`src/rtl/uart_pkg.sv`:
```
// Shared UART definitions: frame state encoding, parity codes and the parity helper.
// Used by uart_tx and the future uart_rx.
package uart_pkg;

   typedef enum logic [2:0] {
      IDLE  = 3'd0,
      START = 3'd1,
      DATA  = 3'd2,
      PAR   = 3'd3,
      STOP  = 3'd4
   } uart_state_e;

   localparam int PAR_NONE = 0;
   localparam int PAR_ODD  = 1;
   localparam int PAR_EVEN = 2;

   // Zero padding above the data width does not change the XOR reduction.
   function automatic logic parity_bit(input logic [8:0] word, input int mode);
      return (mode == PAR_ODD) ? ~^word : ^word;
   endfunction

endpackage

```
`src/rtl/uart_fifo.sv`:
```
// Synchronous FIFO, power-of-two depth, registered occupancy; pointers wrap naturally.
// Push when full and pop when empty are ignored.
module uart_fifo #(
   parameter int WIDTH = 8,
   parameter int DEPTH = 16
) (
   input  logic                       clk,
   input  logic                       rst,
   input  logic                       push,
   input  logic [WIDTH-1:0]           din,
   input  logic                       pop,
   output logic [WIDTH-1:0]           dout,
   output logic                       full,
   output logic                       empty,
   output logic [$clog2(DEPTH):0]     level
);

   localparam int AW = $clog2(DEPTH);

   logic [WIDTH-1:0] mem_r [DEPTH];
   logic [AW-1:0]    wr_ptr_r;
   logic [AW-1:0]    rd_ptr_r;
   logic [AW:0]      level_r;
   logic             push_s;
   logic             pop_s;

   assign push_s = push && !full;
   assign pop_s  = pop && !empty;
   assign full   = (level_r == (AW+1)'(DEPTH));
   assign empty  = (level_r == '0);
   assign dout   = mem_r[rd_ptr_r];
   assign level  = level_r;

   // Storage array, left unreset so it can map onto RAM.
   always_ff @(posedge clk) begin
      if (push_s) begin
         mem_r[wr_ptr_r] <= din;
      end
   end

   // Pointers and occupancy.
   always_ff @(posedge clk) begin
      if (rst) begin
         wr_ptr_r <= '0;
         rd_ptr_r <= '0;
         level_r  <= '0;
      end else begin
         if (push_s) begin
            wr_ptr_r <= wr_ptr_r + AW'(1);
         end
         if (pop_s) begin
            rd_ptr_r <= rd_ptr_r + AW'(1);
         end
         case ({push_s, pop_s})
            2'b10:   level_r <= level_r + (AW+1)'(1);
            2'b01:   level_r <= level_r - (AW+1)'(1);
            default: level_r <= level_r;
         endcase
      end
   end

endmodule

```
`src/rtl/uart_tx.sv`:
```
// Parametrised UART transmitter (start / data / optional parity / stop bits).
// Define UART_TX_FIFO_EN to place a uart_fifo in front of the frame FSM.
module uart_tx
   import uart_pkg::*;
#(
   parameter int FREQ       = 12000000,
   parameter int BAUD       = 9600,
   parameter int DATA_BITS  = 8,
   parameter int PARITY     = 0,
   parameter int STOP_BITS  = 1,
   parameter int FIFO_DEPTH = 16
) (
   input  logic                          clk,
   input  logic                          rst,
   input  logic                          stb,
   input  logic [DATA_BITS-1:0]          dat,
   output logic                          rdy,
   output logic                          txd,
   output logic                          busy,
   output logic [$clog2(FIFO_DEPTH):0]   level
);

   localparam int PERIOD = FREQ / BAUD;
   localparam int DIV_W  = $clog2(PERIOD);
   localparam int IDX_W  = 4;
   localparam int LVL_W  = $clog2(FIFO_DEPTH) + 1;

   if (PERIOD < 2) begin : g_bad_period
      $error("uart_tx: FREQ/BAUD must be at least 2");
   end
   if (DATA_BITS < 5 || DATA_BITS > 9) begin : g_bad_data_bits
      $error("uart_tx: DATA_BITS must be 5..9");
   end
   if (PARITY < PAR_NONE || PARITY > PAR_EVEN) begin : g_bad_parity
      $error("uart_tx: PARITY must be 0, 1 or 2");
   end
   if (STOP_BITS < 1 || STOP_BITS > 2) begin : g_bad_stop_bits
      $error("uart_tx: STOP_BITS must be 1 or 2");
   end
   if (FIFO_DEPTH < 2 || (FIFO_DEPTH & (FIFO_DEPTH - 1)) != 0) begin : g_bad_depth
      $error("uart_tx: FIFO_DEPTH must be a power of two >= 2");
   end

   uart_state_e          state_r, state_nxt_s;
   logic [DIV_W-1:0]     div_r, div_nxt_s;
   logic [IDX_W-1:0]     idx_r, idx_nxt_s;
   logic [DATA_BITS-1:0] word_r, word_nxt_s;
   logic                 par_r, par_nxt_s;
   logic                 txd_r, txd_nxt_s;
   logic                 bit_end_s;
   logic                 start_s;
   logic                 shift_s;
   logic                 avail_s;
   logic [DATA_BITS-1:0] src_word_s;

`ifdef UART_TX_FIFO_EN
   logic                 fifo_full_s;
   logic                 fifo_empty_s;
   logic [DATA_BITS-1:0] fifo_dout_s;
   logic [LVL_W-1:0]     fifo_level_s;

   // Pop coincides with the FSM entering START; full is a decode of registered occupancy.
   uart_fifo #(
      .WIDTH (DATA_BITS),
      .DEPTH (FIFO_DEPTH)
   ) u_fifo (
      .clk   (clk),
      .rst   (rst),
      .push  (stb && rdy),
      .din   (dat),
      .pop   (start_s),
      .dout  (fifo_dout_s),
      .full  (fifo_full_s),
      .empty (fifo_empty_s),
      .level (fifo_level_s)
   );

   assign avail_s    = !fifo_empty_s;
   assign src_word_s = fifo_dout_s;
   assign rdy        = !fifo_full_s;
   assign level      = fifo_level_s;
`else
   logic rdy_r;

   // Without storage the block only takes a word while the line is idle.
   always_ff @(posedge clk) begin
      if (rst) begin
         rdy_r <= 1'b1;
      end else begin
         rdy_r <= (state_nxt_s == IDLE);
      end
   end

   assign avail_s    = stb && rdy_r;
   assign src_word_s = dat;
   assign rdy        = rdy_r;
   assign level      = '0;
`endif

   assign bit_end_s = (div_r == DIV_W'(PERIOD - 1));
   assign busy      = (state_r != IDLE) || (level != '0);
   assign txd       = txd_r;

   // Frame sequencing: bit divider, bit/stop index and state transitions.
   always_comb begin
      state_nxt_s = state_r;
      idx_nxt_s   = idx_r;
      start_s     = 1'b0;
      shift_s     = 1'b0;
      if (state_r != IDLE && !bit_end_s) begin
         div_nxt_s = div_r + DIV_W'(1);
      end else begin
         div_nxt_s = '0;
      end
      case (state_r)
         IDLE: begin
            if (avail_s) begin
               start_s     = 1'b1;
               state_nxt_s = START;
            end else begin
               state_nxt_s = IDLE;
            end
         end
         START: begin
            if (bit_end_s) begin
               state_nxt_s = DATA;
               idx_nxt_s   = '0;
            end else begin
               state_nxt_s = START;
            end
         end
         DATA: begin
            if (bit_end_s && idx_r == IDX_W'(DATA_BITS - 1)) begin
               state_nxt_s = (PARITY != PAR_NONE) ? PAR : STOP;
               idx_nxt_s   = '0;
            end else if (bit_end_s) begin
               idx_nxt_s = idx_r + IDX_W'(1);
               shift_s   = 1'b1;
            end else begin
               state_nxt_s = DATA;
            end
         end
         PAR: begin
            if (bit_end_s) begin
               state_nxt_s = STOP;
            end else begin
               state_nxt_s = PAR;
            end
         end
         STOP: begin
            // A waiting word chains straight into the next start bit.
            if (bit_end_s && idx_r == IDX_W'(STOP_BITS - 1)) begin
               idx_nxt_s   = '0;
               start_s     = avail_s;
               state_nxt_s = avail_s ? START : IDLE;
            end else if (bit_end_s) begin
               idx_nxt_s = idx_r + IDX_W'(1);
            end else begin
               state_nxt_s = STOP;
            end
         end
         default: begin
            state_nxt_s = IDLE;
            idx_nxt_s   = '0;
         end
      endcase
   end

   // Shift word and parity are captured once per frame, at START entry.
   always_comb begin
      if (start_s) begin
         word_nxt_s = src_word_s;
         par_nxt_s  = parity_bit(9'(src_word_s), PARITY);
      end else if (shift_s) begin
         word_nxt_s = word_r >> 1;
         par_nxt_s  = par_r;
      end else begin
         word_nxt_s = word_r;
         par_nxt_s  = par_r;
      end
   end

   // Line level for the state being entered, so txd leaves a flop.
   always_comb begin
      case (state_nxt_s)
         IDLE:    txd_nxt_s = 1'b1;
         START:   txd_nxt_s = 1'b0;
         DATA:    txd_nxt_s = word_nxt_s[0];
         PAR:     txd_nxt_s = par_nxt_s;
         STOP:    txd_nxt_s = 1'b1;
         default: txd_nxt_s = 1'b1;
      endcase
   end

   // Frame state registers.
   always_ff @(posedge clk) begin
      if (rst) begin
         state_r <= IDLE;
         div_r   <= '0;
         idx_r   <= '0;
         word_r  <= '0;
         par_r   <= 1'b0;
         txd_r   <= 1'b1;
      end else begin
         state_r <= state_nxt_s;
         div_r   <= div_nxt_s;
         idx_r   <= idx_nxt_s;
         word_r  <= word_nxt_s;
         par_r   <= par_nxt_s;
         txd_r   <= txd_nxt_s;
      end
   end

endmodule
```
`config.mk`:
```
export PLATFORM = sky130hd
export DESIGN_NAME = uart_tx
export DESIGN_NICKNAME = d
export VERILOG_FILES = /design/src/rtl/uart_pkg.sv /design/src/rtl/uart_fifo.sv /design/src/rtl/uart_tx.sv
export SDC_FILE = /design/constraint.sdc
export NUM_CORES = 1
export LEC_CHECK = 0
export CORE_MARGIN = 10
export CORE_UTILIZATION = 35
export CTS_CLUSTER_DIAMETER = 30
export DETAILED_ROUTE_END_ITERATION = 7
export REMOVE_ABC_BUFFERS = 1
export SLEW_MARGIN = 20
export SYNTH_ARGS = -nofsm -noshare
export SYNTH_HDL_FRONTEND = slang
export SYNTH_SLANG_ARGS = --single-unit
```
`constraint.sdc`:
```
create_clock -name clk -period 2.2 [get_ports clk]
set_input_delay 0.33 -clock clk [delete_from_list [all_inputs] [get_ports clk]]
set_output_delay 0.33 -clock clk [all_outputs]
set_load 0.005 [all_outputs]
```
# == Word-level counts from Yosys, hierarchy flattened ==
# Cells that the tools add are included.
# classes
add_sub_neg,2
mul,0
div,0
magnitude_cmp,0
n_eq_ne,10
shifts,0
mux,23
n_bitwise,2
reduce_logical,14
# ops
cell,count
two-way mux 4 bit,4
two-way mux 8 bit,2
one-hot mux 4 bit (4 select lines),1
two-way mux 3 bit,5
one-hot mux 3 bit (5 select lines),1
"== test 3 x 2 -> 1 bit, second input constant",4
"adder 11 x 1 -> 11 bit, second input constant",1
"== test 11 bit, second input constant",1
parity 9 bit,1
two-way mux 1 bit,7
"== test 3 x 1 -> 1 bit, second input constant",2
logical NOT 3 bit,2
"adder 4 x 1 -> 4 bit, second input constant",1
"== test 4 x 3 -> 1 bit, second input constant",1
logical AND 1 bit,4
logical NOT 4 bit,1
OR reduction 2 bit,2
"== test 3 bit, second input constant",1
one-hot mux 1 bit (3 select lines),1
nonzero test 3 bit,1
two-way mux 2 bit,1
"inequality test 2 bit, second input constant",1
inverter 1 bit,2
one-hot mux 1 bit (2 select lines),1
other kinds (3),3
# totals
ff_bits,29
latch_bits,0
mem_bits_rw,0
rom_bits,0
output_inout_bits,8
wordCells,59
n_memories,0

# == Longest topological paths before layout ==
# logic_depth
ltp_word,7
depth_mapped,8

# == Worst setup path before layout ==
# OpenSTA, ideal clock, no wires.
# synth_timing
path_kind,reg-to-reg
from,register div_r[9]
to,register word_r[2]
setup_ps,134
t_arrival_ps,1713
setup_slack_ps,353
stages_incl_launch_ff,7
n_path_buf,1
period_less_slack_ps,1847
path_cell_list,dfxtp_1 or4b_4 nor3_4 and2_1 buf_6 mux2i_1 a211oi_1
# synth_between
elab_chain_cells,5
elab_cells_between_ends,10
classes_between,1 x eq/ne; 6 x mux; 3 x reduce/logical
# synth_lines
element,line,rtl
"start, declared",uart_tx.sv:45,"logic [DIV_W-1:0] div_r, div_nxt_s;"
"start signal, assigned",uart_tx.sv:206,div_r <= div_nxt_s;
== test 11 bit (*),uart_tx.sv:100,assign bit_end_s = (div_r == DIV_W'(PERIOD - 1));
"logical AND 1 bit, or another cell as far along",uart_tx.sv:152,if (bit_end_s && idx_r == IDX_W'(STOP_BITS - 1)) begin
two-way mux 1 bit (on tied branches),"uart_tx.sv:152, uart_tx.sv:133",
one-hot mux 1 bit (2 select lines) or two-way mux 1 bit (tied branches),uart_tx.sv:115,case (state_r)
two-way mux 8 bit or nonzero test 2 bit (tied branches),-,
"end signal, assigned",uart_tx.sv:208,word_r <= word_nxt_s;
"end, declared",uart_tx.sv:47,"logic [DATA_BITS-1:0] word_r, word_nxt_s;"
# Every way passes the cells marked *; elsewhere a longest branch is shown, timed or not.
# A chain may end at the register's enable or synchronous reset.

# == Final worst setup path ==
# layout_timing
from,register idx_r[0]
to,register word_r[3]
# layout_between
elab_chain_cells,5
elab_cells_between_ends,10
classes_between,1 x eq/ne; 5 x mux; 4 x reduce/logical
# layout_lines
element,line,rtl
"start, declared",uart_tx.sv:46,"logic [IDX_W-1:0] idx_r, idx_nxt_s;"
"start signal, assigned",uart_tx.sv:207,idx_r <= idx_nxt_s;
logical NOT 4 bit or == test 4 x 3 -> 1 bit (tied branches),"uart_tx.sv:152, uart_tx.sv:133",
logical AND 1 bit (on tied branches),"uart_tx.sv:152, uart_tx.sv:133",
two-way mux 1 bit (on tied branches),"uart_tx.sv:152, uart_tx.sv:133",
one-hot mux 1 bit (2 select lines) or two-way mux 1 bit (tied branches),uart_tx.sv:115,
two-way mux 8 bit or nonzero test 2 bit (tied branches),-,
# Several ways; a longest one is shown, not always the timed one.

==> reports/qor.yml <==
dp_hpwl_um: 2580
cp_max_fo: 16
synth_top_area_frac: 0.362
final_area_um2: 1910
placed_cells_incl_taps: 247
synth_top_family_by_area: "simple AND/OR/NAND/NOR gates"
syn_avg_cell_area_um2: 8.81
hp-start: "div_r[0]"
setup_tns_ps: 0
worst_hold_path.endpoint: "div_r[0]"
cp_data_required_time_ps: 2330
cp-end-kind: "flop"
instances_no_fill: 255
finalCritPeriodShare: 0.920
syn-cell-area_um2: 1600
routed_via_density: 4.95
routed_wirelength_um: 3340
criticalPathCategory: "reg2reg"
hold_depth: 1
path_clk_slew_ps: 70
status: "completed"
yosys.area_share.simple: 0.234
synth_fa_ha_area_frac: 0.0312
die_h_um: 87.7
routed-via-count: 1261
layout_commonest_cell: "nor2_1"
cts-root-buf: "clkbuf_8"
drc_errors: 0
start_kind: "flop"
place_congestion: 0.789
p_seq_frac: 0.431
r2r-end: "word_r[3]"
yosys.area_share.xor_xnor: 0.109
top_layer: "met4"
wl_met3_um: 157
rr_startpoint: "idx_r[0]"
hold_slack_ps: 478
overflow: 0
clkLatencyLatePin_ps: 280
grtUsageTotal: 0.0926
ant_nets: 0
tritoncts: "built"
postSynth.asyncResetShare: 0
wl_met2_um: 1530
grt_pass1_wl_um: 5780
ioPinCount: 19
r2r_slack_ps: 180
hold_class: "reg2reg"
grt_pass1_vias: 1221
worstMarginPinSlew_ps: 645
dieArea_um2: 7690
synth_edf_count: 0
swShare: 0.238
wl_per_cell_um: 13.1
cts_hold_buffers: 0
p_sw_mw: 0.318
synthTopCellsByArea: "dfxtp_1 (36%), nor2_1 (7.5%), xnor2_1 (6.6%)"
period_needed_ps: 2020
r2r_cells: 7
antenna_found_initial: 0
finalWorstSetupSlack_ps: 176
yosys_warnings: 0
p_leak_nw: 0.709
combPwrFrac: 0.136
ir_drop_v: 0.000389
core_area_um2: 4380
row_count: 24
synth_top_cell_by_area: "dfxtp_1"
wl_met1_um: 1610
start_util: 0.366
netlist_instances: 182
chipWidth_um: 87.7
rsz0062_at_grt: "true"
syn_to_final_growth_pct: 19.1
portBuffers: 13
dp_slack_ps: 186
max-cap-violations: 0
layout_common_cells: "nor2_1 (32), dfxtp_1 (29), clkdlybuf4s50_1 (13)"
maxSlewHeadroom: 0.570
grt_max_degree: 17
cts_buffers: 5
clkPwrFrac: 0.432
drt-initial-drc-count: 123
first_pass_iters: 4
synthFlopType: "dfxtp_1"
clkSinkCount: 29
p_int_mw: 1.02
placed_area_um2: 1790
clockBufferDepth: 2
hold_viol: 0
finalSetupViolCount: 0
drive_above_1_share: 0.138
critical_path_arrival_ps: 2150
diodes: 0
powerDensity_nw_per_um2: 700
synth_seq_area_share: 0.362
drv_slew: 0
skew_ps: 6.17
synth.distinct_cells: 45
muxShareOfSynthArea: 0.0625
synth_compound_area_frac: 0.127
htreeDepth: 2
cts_resized: 0
fmax_ghz: 0.494
nets: 217
ys_ff_latch: 29
synth_stat cells (all sizes together) (3+ instances only):
cell and count:
a31oi 3, buf 9, nor2 32, nand2 6
inv 7, xnor2 12, dfxtp 29, ha 4
xor2 8, o21ai 3, mux2i 10, a211oi 9
a21oi 3, nand3 12, and3 3, clkbuf 3
power by group through the flow:
stage	logic, mW	clock network, mW	registers [mW]
after floorplan	0.108	0	0.588
after global placement	0.184	0	0.590
after detailed placement	0.184	0	0.587
after CTS	0.185	0.597	0.577
after global routing	0.207	0.612	0.581
final	0.182	0.578	0.577
sequential cells by signal (all words and copies together) (netlist names):
name     flops
div_r       11
word_r       8
idx_r        4
state_r      3
par_r        1
rdy          1
txd          1
cell type report:
type	count	area, um2
Timing Repair Buffer	21	190
Multi-Input combinational cell	137	923
Clock inverter	2	37.5
Tap cell	52	65.1
Inverter	8	30.0
Clock buffer	6	82.6
Sequential cell	29	581
Fill cell	450	2470
critical path, stage by stage, from the launching register on:
cell      delay, ps
dfxtp_1         320
inv_1            90
ha_1            140
or3b_2          480
nor4_4          310
o21ai_2         280
nor2_1          180
a211oi_1         60
kinds of logic after synthesis:
family / Yosys count
mux: 10
fa+ha+maj: 4
other cells: 1
flops: 29
buf+inv: 20
compound gates: 28
simple gates: 70
xor+xnor: 20
stage by stage:
| stage | power (mW) | util |
|---|---|---|
| 6_report | 1.34 | 0.436 |
| 3_3_place_gp | 0.774 | 0.408 |
| 5_1_grt | 1.40 | 0.436 |
| 3_5_place_dp | 0.771 | 0.408 |
| 4_1_cts | 1.36 | 0.436 |
| 2_1_floorplan | 0.695 | - |
routing by layer:
layer  vias to the layer above  GRT usage
li1                        659          -
met1                       577      0.120
met2                        19      0.136
met3                         6     0.0344
met4                         0     0.0348
met5                         -          0
how the worst max path moves through the flow:
stage	cells after the start	to	start	slack, ps
3_5_place_dp	7	word_r[1]	idx_r[0]	190
4_1_cts	7	word_r[3]	idx_r[0]	160
3_3_place_gp	7	word_r[5]	idx_r[0]	160
2_1_floorplan	5	word_r[0]	div_r[9]	230
5_1_grt	7	word_r[3]	idx_r[0]	-20
6_report	7	word_r[3]	idx_r[0]	180
repair_timing:
item,in CTS,in global routing
buffers inserted,0,0
endpoints found under the setup margin,0,2
hold endpoints to repair,0,0
Power figures use the tool's default switching activity.
